`src/rtl/instr_stream_loader_if.sv`:
```
// Instruction stream in, instruction-memory write bus and core control out.
// The loader drives everything except the stream word, hence it takes the master side.
interface instr_stream_loader_if #(
    parameter int WORD_LEN      = 32,
    parameter int InstrMEM_SIZE = 64
);
    localparam int ADDR_W = $clog2(InstrMEM_SIZE);
    localparam int CNT_W  = ADDR_W + 1;

    logic [WORD_LEN-1:0] i_Write_Instr;
    logic                o_IMEM_WE;
    logic [ADDR_W-1:0]   o_IMEM_Addr;
    logic [WORD_LEN-1:0] o_IMEM_Data;
    logic                o_Core_RSTN;
    logic                o_Load_Done;
    logic [CNT_W-1:0]    o_Instr_Count;
    logic                o_Overflow;

    modport master (
        input  i_Write_Instr,
        output o_IMEM_WE,
        output o_IMEM_Addr,
        output o_IMEM_Data,
        output o_Core_RSTN,
        output o_Load_Done,
        output o_Instr_Count,
        output o_Overflow
    );

    modport slave (
        output i_Write_Instr,
        input  o_IMEM_WE,
        input  o_IMEM_Addr,
        input  o_IMEM_Data,
        input  o_Core_RSTN,
        input  o_Load_Done,
        input  o_Instr_Count,
        input  o_Overflow
    );
endinterface

```
`src/rtl/instr_stream_loader.sv`:
```
// Frames a START/END-delimited instruction stream, writes it into instruction memory
// and holds the CPU core in reset until the whole program has landed.
module instr_stream_loader #(
    parameter int                WORD_LEN      = 32,
    parameter int                InstrMEM_SIZE = 64,
    parameter logic [WORD_LEN-1:0] START_WORD  = 32'h0000_00FE,
    parameter logic [WORD_LEN-1:0] END_WORD    = 32'h0000_00FF
) (
    input  logic                  i_CLK,
    input  logic                  i_RSTN,
    instr_stream_loader_if.master bus
);
    localparam int ADDR_W = $clog2(InstrMEM_SIZE);
    localparam int CNT_W  = ADDR_W + 1;
    localparam logic [CNT_W-1:0] MEM_DEPTH = CNT_W'(InstrMEM_SIZE);

    localparam logic [1:0] ST_IDLE = 2'd0;
    localparam logic [1:0] ST_LOAD = 2'd1;
    localparam logic [1:0] ST_RUN  = 2'd2;
    localparam logic [1:0] ST_ERR  = 2'd3;

    logic [1:0]          state_reg,    state_next;
    logic [CNT_W-1:0]    count_reg,    count_next;
    logic                we_reg,       we_next;
    logic [ADDR_W-1:0]   addr_reg,     addr_next;
    logic [WORD_LEN-1:0] data_reg,     data_next;
    logic                core_rstn_reg, core_rstn_next;
    logic                done_reg,     done_next;
    logic                overflow_reg, overflow_next;

    logic is_start;
    logic is_end;
    logic has_room;

    assign is_start = (bus.i_Write_Instr == START_WORD);
    assign is_end   = (bus.i_Write_Instr == END_WORD);
    assign has_room = (count_reg < MEM_DEPTH);

    always_comb begin
        state_next = state_reg;
        count_next = count_reg;
        we_next    = 1'b0;
        addr_next  = addr_reg;
        data_next  = data_reg;

        case (state_reg)
            ST_IDLE: begin
                if (is_start) begin
                    state_next = ST_LOAD;
                    count_next = '0;
                end
            end
            ST_LOAD: begin
                if (is_start) begin
                    count_next = '0;
                end else if (is_end) begin
                    state_next = ST_RUN;
                end else if (has_room) begin
                    we_next    = 1'b1;
                    addr_next  = count_reg[ADDR_W-1:0];
                    data_next  = bus.i_Write_Instr;
                    count_next = count_reg + CNT_W'(1);
                end else begin
                    // Program longer than memory: refuse the word and park until reset.
                    state_next = ST_ERR;
                end
            end
            ST_RUN: begin
                if (is_start) begin
                    state_next = ST_LOAD;
                    count_next = '0;
                end
            end
            ST_ERR: begin
                state_next = ST_ERR;
            end
            default: begin
                state_next = ST_IDLE;
            end
        endcase
    end

    // Status outputs follow the next state so they change on the same edge as the state.
    always_comb begin
        core_rstn_next = (state_next == ST_RUN);
        done_next      = (state_next == ST_RUN);
        overflow_next  = overflow_reg | (state_next == ST_ERR);
    end

    always_ff @(posedge i_CLK or negedge i_RSTN) begin
        if (!i_RSTN) begin
            state_reg     <= ST_IDLE;
            count_reg     <= '0;
            we_reg        <= 1'b0;
            addr_reg      <= '0;
            data_reg      <= '0;
            core_rstn_reg <= 1'b0;
            done_reg      <= 1'b0;
            overflow_reg  <= 1'b0;
        end else begin
            state_reg     <= state_next;
            count_reg     <= count_next;
            we_reg        <= we_next;
            addr_reg      <= addr_next;
            data_reg      <= data_next;
            core_rstn_reg <= core_rstn_next;
            done_reg      <= done_next;
            overflow_reg  <= overflow_next;
        end
    end

    assign bus.o_IMEM_WE     = we_reg;
    assign bus.o_IMEM_Addr   = addr_reg;
    assign bus.o_IMEM_Data   = data_reg;
    assign bus.o_Core_RSTN   = core_rstn_reg;
    assign bus.o_Load_Done   = done_reg;
    assign bus.o_Instr_Count = count_reg;
    assign bus.o_Overflow    = overflow_reg;
endmodule

```
`src/flat_wrapper.sv`:
```
// flat-port wrapper written by rule: the top's interface ports become plain ports
module instr_stream_loader_flat 
#(
    parameter int                WORD_LEN      = 32,
    parameter int                InstrMEM_SIZE = 64,
    parameter logic [WORD_LEN-1:0] START_WORD  = 32'h0000_00FE,
    parameter logic [WORD_LEN-1:0] END_WORD    = 32'h0000_00FF
)
  (i_CLK, i_RSTN, bus_i_Write_Instr, bus_o_IMEM_WE, bus_o_IMEM_Addr, bus_o_IMEM_Data, bus_o_Core_RSTN, bus_o_Load_Done, bus_o_Instr_Count, bus_o_Overflow);
  instr_stream_loader_if #(.WORD_LEN(WORD_LEN), .InstrMEM_SIZE(InstrMEM_SIZE)) bus_i ();
  input  logic i_CLK;
  input  logic i_RSTN;
  input wire logic [$bits(bus_i.i_Write_Instr)-1:0] bus_i_Write_Instr;
  output wire logic [$bits(bus_i.o_IMEM_WE)-1:0] bus_o_IMEM_WE;
  output wire logic [$bits(bus_i.o_IMEM_Addr)-1:0] bus_o_IMEM_Addr;
  output wire logic [$bits(bus_i.o_IMEM_Data)-1:0] bus_o_IMEM_Data;
  output wire logic [$bits(bus_i.o_Core_RSTN)-1:0] bus_o_Core_RSTN;
  output wire logic [$bits(bus_i.o_Load_Done)-1:0] bus_o_Load_Done;
  output wire logic [$bits(bus_i.o_Instr_Count)-1:0] bus_o_Instr_Count;
  output wire logic [$bits(bus_i.o_Overflow)-1:0] bus_o_Overflow;
  assign bus_i.i_Write_Instr = bus_i_Write_Instr;
  assign bus_o_IMEM_WE = bus_i.o_IMEM_WE;
  assign bus_o_IMEM_Addr = bus_i.o_IMEM_Addr;
  assign bus_o_IMEM_Data = bus_i.o_IMEM_Data;
  assign bus_o_Core_RSTN = bus_i.o_Core_RSTN;
  assign bus_o_Load_Done = bus_i.o_Load_Done;
  assign bus_o_Instr_Count = bus_i.o_Instr_Count;
  assign bus_o_Overflow = bus_i.o_Overflow;
  instr_stream_loader #(.WORD_LEN(WORD_LEN), .InstrMEM_SIZE(InstrMEM_SIZE), .START_WORD(START_WORD), .END_WORD(END_WORD)) u_core (.i_CLK(i_CLK), .i_RSTN(i_RSTN), .bus(bus_i));
endmodule
```
`config.mk`:
```
export PLATFORM = sky130hd
export DESIGN_NAME = instr_stream_loader_flat
export DESIGN_NICKNAME = d
export VERILOG_FILES = /design/src/rtl/instr_stream_loader_if.sv /design/src/rtl/instr_stream_loader.sv /design/src/flat_wrapper.sv
export SDC_FILE = /design/constraint.sdc
export NUM_CORES = 1
export LEC_CHECK = 0
export CAP_MARGIN = 20
export CORE_UTILIZATION = 43
export CTS_BUF_LIST = sky130_fd_sc_hd__clkbuf_16
export CTS_CLUSTER_DIAMETER = 150
export DETAILED_ROUTE_END_ITERATION = 10
export PLACE_DENSITY = 0.83
export SYNTH_ARGS = -nofsm -noshare
export SYNTH_HDL_FRONTEND = slang
export SYNTH_SLANG_ARGS = --single-unit
```
`constraint.sdc`:
```
create_clock -name i_CLK -period 2.6 [get_ports i_CLK]
set_clock_uncertainty 0.1 [all_clocks]
set_input_delay 0.65 -clock i_CLK [delete_from_list [all_inputs] [get_ports i_CLK]]
set_output_delay 0.65 -clock i_CLK [all_outputs]
set_load 0.01 [all_outputs]
```
==> impl_metrics.py, run 1 <==
metrics = {
    "logic_synthesis": {
        "yosysSeqAreaShare_pct": 57.8,
        "synth_cell_types": 38,
        "synth.most_common_cell": "dfrtp_1",
        "synth_fp_nets": 200,
        "synth_area_um2": 2160,
        "async_flop_share_pct": 100,
        "synth_ff_type": "dfrtp_1",
        "synthTopCellsByCount": "50 x dfrtp_1, 36 x mux2_2, 6 x nand2_1, 6 x nand3_1",
        "avgSynthCellArea_um2": 13.1,
        "yosys.area.top_type": "dfrtp_1",
        "netlist.area_leader.share_pct": 57.8,
        "yosysWarnings": 0,
        "synth_edf_count": 0,
        "ys_ff_latch": 50,
        "synthCells": 165,
        "synthTopCellsByArea": "dfrtp_1 58%, mux2_2 19%, mux2i_1 1.4%",
    },
    "sta": {
        "maxSlewViolCount": 0,
        "fmax_mhz": 401,
        "whs_ns": 0.258,
        "rsz0062_at_grt": "no",
        "tns_ns": 0,
        "setup_viol": 0,
        "worst_pin_slew_ns": 0.574,
        "period_needed_ns": 2.49,
        "hold_viol": 0,
        "maxSlewHeadroom_pct": 61.7,
        "fin_crit_sh_pct": 95.9,
    },
    "clock_tree": {
        "hold_buffers": 0,
        "cts_max_path_buffers": 2,
        "tritoncts": "done",
        "cts_setup_buffers": 0,
        "ctsHtreeMaxLevel": 2,
        "cts.sinks": 50,
        "clk_latency_ns": 0.28,
        "numCtsBuffers": 5,
        "cts.clk_slew.worst_paths_ns": 0.06,
        "cts_root_buffer": "clkbuf_16",
    },
    "setup_path": {
        "critPathLaunchType": "input pin",
        "cp-end-kind": "flop",
        "required_ns": 2.67,
        "critPathKind": "input pin to flop",
        "cp.arrival_ns": 2.56,
        "path_max_fanout": 32,
    },
    "detailed_routing": {
        "drtAntennaViolNets": 0,
        "drt_iter0_markers": 135,
        "drt-total-wl_mm": 4.97,
        "via_per_inst": 5.25,
        "firstDrtPassIters": 4,
        "wl_per_cell_um": 15.1,
        "vias": 1733,
        "remaining_drc_errors": 0,
    },
    "power": {
        "powerDensity_nw_per_um2": 443,
        "power.leakage_nw": 1.55,
        "ir_worst_vdd_mv": 0.385,
        "power_mw": 1.49,
    },
    "grt": {
        "grt_pass1_wl_mm": 8.57,
        "grt_pass1_vias": 1792,
        "antenna_found_initial": 0,
        "globalRouteTotalUtil_pct": 21.4,
        "grt_max_degree": 33,
        "grt_overflow": 0,
    },
    "floorplanning": {
        "num_io_pins": 83,
        "rows": 25,
        "die_w_um": 73.0,
        "die_area_um2": 5320,
        "start_util_pct": 45.2,
        "die_height_um": 73.0,
        "fp.coreArea_um2": 4790,
    },
    "finish": {
        "fin_nets": 298,
        "layout-drive-gt1-share_pct": 25.9,
        "fin_area_um2": 3360,
        "largest_reg_flops": 32,
        "areaGrowthSynthToFinish_pct": 55.1,
        "diodes": 0,
        "final_core_util_pct": 70.1,
    },
    "run_status": {
        "status": "complete, no violations",
    },
    "hold_path": {
        "min_path_type": "input pin to async pin",
    },
    "placed_design": {
        "post-dp-hpwl_mm": 3.74,
        "post_dp_cell_area_um2": 3190,
        "io_buffers": 82,
        "finalWeightedCongestion": 0.823,
    },
    "run": {
        "drv_cap": 0,
    },
}
==> routing by layer <==
metal | share of wire (%) | up-vias | track usage, %
met2 | 48 | 69 | 33.5
li1 | - | 811 | -
met4 | 1.7 | 0 | 7.63
met1 | 43 | 843 | 27.3
met3 | 7.6 | 10 | 8.01
met5 | 0 | - | 0
==> critical path: stages <==
cell and delay, ns:
clkdlybuf4s50_1 0.44, nor4_2 0.31, buf_4 0.16, nand4_1 0.17, o21ai_4 0.24, buf_12 0.22, mux2_2 0.36
==> worst paths after layout <==
| path | startpoint | endpoint | slack (ns) | cells past startpoint |
|---|---|---|---|---|
| worst min-delay path | i_RSTN | u_core.bus.o_IMEM_Data[4] | 0.26 | 1 |
| worst min register to register | u_core.bus.o_Overflow | u_core.bus.o_Overflow | 0.36 | 1 |
| worst max register to register | u_core.state_reg[0] | u_core.bus.o_IMEM_Data[2] | 0.82 | 6 |
| min in group i_CLK | u_core.bus.o_Overflow | u_core.bus.o_Overflow | 0.36 | 1 |
| max in group asynchronous | i_RSTN | u_core.bus.o_Instr_Count[3] | 1.60 | 2 |
| worst max-delay path | bus_i_Write_Instr[21] | u_core.bus.o_IMEM_Data[2] | 0.11 | 7 |
==> final cells by class <==
cell class	count	area, µm²
inverters	5	18.8
multi-input cells	103	900
well taps	67	83.8
fillers	354	1430
clock inverters	2	10.0
repair buffers	98	968
flip-flops and latches	50	1250
clock buffers	5	125
==> stage by stage <==
stage               instances  setup WS, ns
floorplan                 165         0.269
global placement          323        -0.243
detailed placement        323        -0.279
CTS                       330        0.0240
global route              330       0.00936
finish                    330         0.106
==> timing repair <==
| item | 4_1_cts | 5_1_grt |
|---|---|---|
| pin swaps | 1 | 4 |
| resized for setup | 1 | 6 |
| endpoints found under the setup margin | 1 | 31 |
| hold endpoints to repair | 0 | 0 |
==> cells in the final DEF, fill, tap and decap left out, drive strengths merged, types with 2 or more instances in the layout <==
| master | count |
|---|---|
| nand3 | 6 |
| a22oi | 2 |
| or3 | 2 |
| and4 | 2 |
| clkinv | 2 |
| clkdlybuf4s50 | 78 |
| mux2i | 3 |
| a21oi | 5 |
| nand4 | 3 |
| nor2 | 3 |
| nor4b | 2 |
| dlymetal6s2s | 3 |
| nand2 | 6 |
| mux2 | 36 |
| dfrtp | 50 |
| a31oi | 2 |
| nand4b | 2 |
| inv | 5 |
| buf | 17 |
| o21ai | 6 |
| nor3 | 3 |
| clkbuf | 5 |
| nor4 | 5 |
==> cells by family (layout without fill, tap and decap cells) <==
family,count (synthesis),count (layout),share of synthesized area [%]
XOR/XNOR,1,1,0.405
AND/OR/NAND/NOR,37,37,10.9
buffers and inverters,12,110,2.31
adder cells (fa/ha/maj),1,1,0.578
AO/OA/AOI/OAI,25,25,7.86
multiplexers,39,39,20.1
flip-flops,50,50,57.8
==> where the power goes <==
group / internal (mW) / total [mW] / switching, mW
Sequential: 0.778 / 0.778 / 0.0000000151
Clock: 0.347 / 0.609 / 0.262
Combinational: 0.0579 / 0.0988 / 0.0409
Total: 1.18 / 1.49 / 0.303
(Power assumes the default switching activity.)
==> inputs of run 2 (changes only) <==
--- a/config.mk
+++ b/config.mk
@@ -6,11 +6,14 @@
 export NUM_CORES = 1
 export LEC_CHECK = 0
 export CAP_MARGIN = 20
-export CORE_UTILIZATION = 43
+export CELL_PAD_IN_SITES_DETAIL_PLACEMENT = 1
+export CELL_PAD_IN_SITES_GLOBAL_PLACEMENT = 2
+export CORE_UTILIZATION = 27
 export CTS_BUF_LIST = sky130_fd_sc_hd__clkbuf_16
 export CTS_CLUSTER_DIAMETER = 150
 export DETAILED_ROUTE_END_ITERATION = 10
-export PLACE_DENSITY = 0.83
+export GPL_ROUTABILITY_DRIVEN = 0
+export PLACE_DENSITY = 0.82
 export SYNTH_ARGS = -nofsm -noshare
 export SYNTH_HDL_FRONTEND = slang
 export SYNTH_SLANG_ARGS = --single-unit
==> run 2 against run 1 <==
Compared with the run above:
- final cell count increased by 14%
- first-iteration DRC count decreased by 41%
- combinational power increased by 5%
- worst setup slack got worse by 0.054 ns
- hold slack improved by 0.0050 ns
- global-route usage decreased by 6.3 points
- routed wire length increased by 22%
- highest routed layer unchanged
==> impl_metrics.py, run 2 (same netlist as run 1, synthesis figures left out) <==
metrics = {
    "run_status": {
        "status": "complete, no violations",
    },
    "setup_path": {
        "required_ns": 2.67,
        "critPathLaunchType": "input pin",
        "cp-end-kind": "flop",
        "path_max_fanout": 13,
        "cp.arrival_ns": 2.62,
        "critPathKind": "input pin to flop",
    },
    "clock_tree": {
        "tritoncts": "done",
        "cts_root_buffer": "clkbuf_16",
        "cts_max_path_buffers": 2,
        "cts.clk_slew.worst_paths_ns": 0.06,
        "hold_buffers": 0,
        "ctsHtreeMaxLevel": 2,
        "clk_latency_ns": 0.28,
        "numCtsBuffers": 5,
        "cts.sinks": 50,
    },
    "finish": {
        "areaGrowthSynthToFinish_pct": 62.3,
        "fin_area_um2": 3510,
        "layout_commonest_cell": "clkdlybuf4s50_1",
        "largest_reg_flops": 32,
        "fin_nets": 308,
        "diodes": 0,
        "most-common-layout-cells": "80 x clkdlybuf4s50_1, 50 x dfrtp_1, 36 x mux2_2",
        "layout-drive-gt1-share_pct": 27.7,
    },
    "sta": {
        "worst_pin_slew_ns": 0.586,
        "fin_crit_sh_pct": 98.0,
        "setup_viol": 0,
        "maxSlewViolCount": 0,
        "fmax_mhz": 393,
        "setup_ws_ns": 0.0527,
        "maxSlewHeadroom_pct": 60.9,
        "hold_viol": 0,
        "period_needed_ns": 2.55,
    },
    "grt": {
        "grt_max_degree": 28,
        "antenna_found_initial": 0,
        "grt_pass1_wl_mm": 9.95,
        "grt_overflow": 0,
        "globalRouteTotalUtil_pct": 15.1,
        "grt_pass1_vias": 1938,
    },
    "detailed_routing": {
        "firstDrtPassIters": 4,
        "remaining_drc_errors": 0,
        "drt_iter0_markers": 80,
        "via_per_inst": 4.85,
        "wl_per_cell_um": 16.1,
        "drtAntennaViolNets": 0,
        "vias": 1825,
        "drt-total-wl_mm": 6.04,
    },
    "placed_design": {
        "io_buffers": 82,
        "pre_cts_ws_ns": -0.371,
        "post_dp_cell_area_um2": 3280,
        "post-dp-hpwl_mm": 4.48,
    },
    "power": {
        "powerDensity_nw_per_um2": 428,
        "ir_worst_vdd_mv": 0.245,
        "power.leakage_nw": 1.61,
    },
    "floorplanning": {
        "fp.coreArea_um2": 7730,
        "die_height_um": 91.5,
        "num_io_pins": 83,
        "start_util_pct": 28.0,
        "die_w_um": 91.5,
        "rows": 32,
        "die_area_um2": 8380,
    },
    "hold_path": {
        "min_path_type": "input pin to async pin",
    },
    "run": {
        "drv_cap": 0,
    },
}
run 2: cell count changes in the layout (fill, tap and decap cells not counted), moves of 2 or more:
cell,change
dlymetal6s2s_1,-2
buf_6,+2
clkdlybuf4s50_1,+2
buf_4,+5
run 2: power by group:
group / switching, mW / internal [mW] / total, mW
clock network: 0.274 / 0.348 / 0.623
logic: 0.0425 / 0.0616 / 0.104
registers: 0.0000000157 / 0.778 / 0.778
run 2: worst max-delay path: stages:
cell	delay, ns
clkdlybuf4s50_1	0.43
nor4_1	0.32
buf_4	0.17
nand4_1	0.19
o21ai_4	0.23
buf_12	0.15
buf_12	0.14
mux2_2	0.34
run 2: timing repair:
| action | in CTS | in global routing |
|---|---|---|
| resized for setup | 1 | 6 |
| buffers inserted | 0 | 2 |
| pin swaps | 2 | 4 |
| cloned | 0 | 2 |
| endpoints found under the hold margin | 0 | 0 |
| setup endpoints to repair | 37 | 35 |
run 2: final timing paths:
| path | startpoint | endpoint | slack, ns | cells after the start |
|---|---|---|---|---|
| worst max register to register | u_core.state_reg[0] | u_core.bus.o_IMEM_Data[29] | 0.74 | 7 |
| worst max-delay path | bus_i_Write_Instr[30] | u_core.bus.o_IMEM_Data[29] | 0.05 | 8 |
| max in group asynchronous | i_RSTN | u_core.bus.o_Instr_Count[5] | 1.58 | 2 |
| worst min register to register | u_core.bus.o_Overflow | u_core.bus.o_Overflow | 0.36 | 1 |
| worst min-delay path | i_RSTN | u_core.bus.o_IMEM_Data[5] | 0.26 | 1 |
| min in group i_CLK | u_core.bus.o_Overflow | u_core.bus.o_Overflow | 0.36 | 1 |
run 2: per-layer routing:
layer | share of wire [%] | vias to the layer above | track usage (%)
li1 | - | 834 | -
met1 | 43 | 928 | 19.3
met2 | 49 | 57 | 24.4
met3 | 6.7 | 6 | 4.77
met4 | 1.2 | 0 | 4.10
met5 | 0 | - | 0
run 2: cell type report:
type                            instances  area (µm²)
Fill cell                             830        4220
Inverter                                5        18.8
Multi-Input combinational cell        103         893
Tap cell                              102         128
Clock buffer                            5         125
Sequential cell                        50        1250
Clock inverter                          3        12.5
Timing Repair Buffer                  108        1080
run 2: per-stage QoR:
stage	TNS (ns)	hold WS, ns	cells	total power [mW]	util [%]
final	0	0.263	376	1.50	45.5
after global routing	-0.0535	0.307	376	1.56	45.5
after CTS	0	0.273	372	1.52	44.3
after detailed placement	-15.18	0.351	364	0.897	42.4
after global placement	-14.46	0.346	364	0.896	42.4
after floorplan	0	0.254	165	0.802	-
==> inputs of run 3 (changes only) <==
--- a/config.mk
+++ b/config.mk
@@ -5,9 +5,11 @@
 export SDC_FILE = /design/constraint.sdc
 export NUM_CORES = 1
 export LEC_CHECK = 0
+export ABC_CLOCK_PERIOD_IN_PS = 2600
 export CAP_MARGIN = 20
 export CELL_PAD_IN_SITES_DETAIL_PLACEMENT = 1
 export CELL_PAD_IN_SITES_GLOBAL_PLACEMENT = 2
+export CORE_ASPECT_RATIO = 0.9
 export CORE_UTILIZATION = 27
 export CTS_BUF_LIST = sky130_fd_sc_hd__clkbuf_16
 export CTS_CLUSTER_DIAMETER = 150
==> run 3 against run 2 <==
Compared with the run above:
- critical path depth shrank 1
- register-to-register slack lost 0.03 ns
- design area grew 0.75%
- final cell count did not move
- sequential share of layout area down 0.26 points
- routed wire length rose by 3.1%
- sequential cell count unchanged
- global-route usage is 0.57 points higher
- non-clock buffer count rose by 6
- core utilization increased by 0.76 points
- clock power shrank 1%
- combinational power increased by 4%
- critical endpoint is now u_core.bus.o_Instr_Count[5]
- largest cell class unchanged
==> impl_metrics.py, run 3 (same netlist as run 1, synthesis figures left out) <==
metrics = {
    "setup_path": {
        "cp-end-kind": "flop",
        "critPathKind": "input pin to flop",
        "path_max_fanout": 4,
        "required_ns": 2.66,
        "critPathLaunchType": "input pin",
        "cp.arrival_ns": 2.62,
    },
    "detailed_routing": {
        "drt-total-wl_mm": 6.23,
        "drtAntennaViolNets": 0,
        "firstDrtPassIters": 4,
        "vias": 1809,
        "via_per_inst": 4.81,
        "wl_per_cell_um": 16.6,
        "remaining_drc_errors": 0,
        "drt_iter0_markers": 56,
    },
    "power": {
        "share_comb_of_total_power_pct": 7.2,
        "power_mw": 1.50,
        "powerDensity_nw_per_um2": 424,
        "clkPwrFrac_pct": 41.0,
        "p_int_mw": 1.19,
        "p_switching_mw": 0.312,
        "switching_share_pct": 20.8,
        "ir_worst_vdd_mv": 0.260,
        "power.leakage_nw": 1.62,
        "seqPwrFrac_pct": 51.8,
    },
    "clock_tree": {
        "cts_root_buffer": "clkbuf_16",
        "clk_latency_ns": 0.28,
        "ctsHtreeMaxLevel": 2,
        "tritoncts": "done",
        "hold_buffers": 0,
        "cts.sinks": 50,
        "cts_max_path_buffers": 2,
        "numCtsBuffers": 5,
        "cts.clk_slew.worst_paths_ns": 0.06,
    },
    "sta": {
        "fmax_mhz": 391,
        "fin_crit_sh_pct": 98.5,
        "tns_ns": 0,
        "maxSlewViolCount": 0,
        "rsz0062_at_grt": "yes",
        "hold_viol": 0,
        "worst_pin_slew_ns": 0.640,
        "setup_viol": 0,
        "maxSlewHeadroom_pct": 57.4,
        "period_needed_ns": 2.56,
    },
    "floorplanning": {
        "rows": 30,
        "fp.coreArea_um2": 7660,
        "die_area_um2": 8380,
        "num_io_pins": 83,
        "die_height_um": 86.9,
        "die_w_um": 96.4,
        "start_util_pct": 28.3,
    },
    "placed_design": {
        "post-dp-hpwl_mm": 4.49,
        "post_dp_cell_area_um2": 3300,
        "io_buffers": 82,
        "dp.cells": 362,
    },
    "grt": {
        "top_usage_layer": "met2",
        "grt_overflow": 0,
        "grt_pass1_vias": 1928,
        "antenna_found_initial": 0,
        "grt_util_met2_pct": 25.5,
        "grt_pass1_wl_mm": 9.87,
        "grt_max_degree": 51,
        "globalRouteTotalUtil_pct": 15.6,
        "met3_usage_pct": 4.71,
        "met1_usage_pct": 19.9,
    },
    "finish": {
        "largest_reg_flops": 32,
        "most-common-layout-cells": "81 x clkdlybuf4s50_1, 50 x dfrtp_1, 36 x mux2_2",
        "fin_area_um2": 3540,
        "layout_commonest_cell": "clkdlybuf4s50_1",
        "areaGrowthSynthToFinish_pct": 63.5,
        "fill_cells": 835,
        "diodes": 0,
        "final_cell_count_no_fill": 376,
        "fin_nets": 314,
        "layout-drive-gt1-share_pct": 29.3,
    },
    "hold_path": {
        "min_path_type": "flop to flop",
    },
    "run_status": {
        "status": "complete, no violations",
    },
    "run": {
        "drv_cap": 0,
    },
}
-- run 3: per-stage QoR --
step                      worst slack (ns)  util (%)  hold slack, ns
after floorplan                      0.269         -           0.254
after global routing               -0.0150      46.2           0.403
after CTS                           0.0429      44.9           0.370
after detailed placement            -0.294      43.1           0.354
final                               0.0397      46.2           0.361
after global placement              -0.239      43.1           0.348
-- run 3: power groups by stage --
stage / Combinational [mW] / Clock [mW] / Sequential [mW]
3_3_place_gp: 0.106 / 0 / 0.792
3_5_place_dp: 0.108 / 0 / 0.792
2_1_floorplan: 0.00900 / 0 / 0.793
5_1_grt: 0.118 / 0.664 / 0.777
6_report: 0.108 / 0.616 / 0.778
4_1_cts: 0.108 / 0.633 / 0.778
-- run 3: worst paths after layout --
check / cells past startpoint / slack [ns] / to / startpoint
setup / recovery: 7 / 0.04 / u_core.bus.o_Instr_Count[5] / bus_i_Write_Instr[19]
hold / removal: 1 / 0.36 / u_core.bus.o_Overflow / u_core.bus.o_Overflow
setup reg to reg: 7 / 0.71 / u_core.bus.o_IMEM_Data[3] / u_core.state_reg[0]
hold reg to reg: 1 / 0.36 / u_core.bus.o_Overflow / u_core.bus.o_Overflow
max in group asynchronous: 2 / 1.60 / u_core.bus.o_IMEM_WE / i_RSTN
min in group asynchronous: 2 / 0.38 / u_core.bus.o_IMEM_Data[2] / i_RSTN
-- run 3: worst max-delay path, cell delays in order --
cell and delay, ns:
clkdlybuf4s50_1 0.43, or4b_4 0.56, nor4_4 0.36, buf_4 0.17, nand3_1 0.13, a41oi_1 0.25
a21oi_1 0.06
-- run 3: what timing repair did --
item,4_1_cts,5_1_grt
setup buffers,0,4
pin swaps,1,5
endpoints found under the setup margin,1,37
cloned,0,2
resized for setup,0,4
-- run 3: per-layer routing --
metal | share of wire (%) | up-vias
met3 | 6.1 | 6
met5 | 0 | -
met2 | 48 | 52
met1 | 45 | 910
li1 | - | 841
met4 | 1.1 | 0
-- run 3: area by class of cell --
class / count / area [µm²] / area share, %
inverter: 5 / 18.8 / 0.530
sequential: 50 / 1250 / 35.4
clock buffer: 5 / 125 / 3.54
tap: 96 / 120 / 3.39
multi-input combinational: 103 / 896 / 25.3
timing repair buffer: 114 / 1120 / 31.5
clock inverter: 3 / 11.3 / 0.318
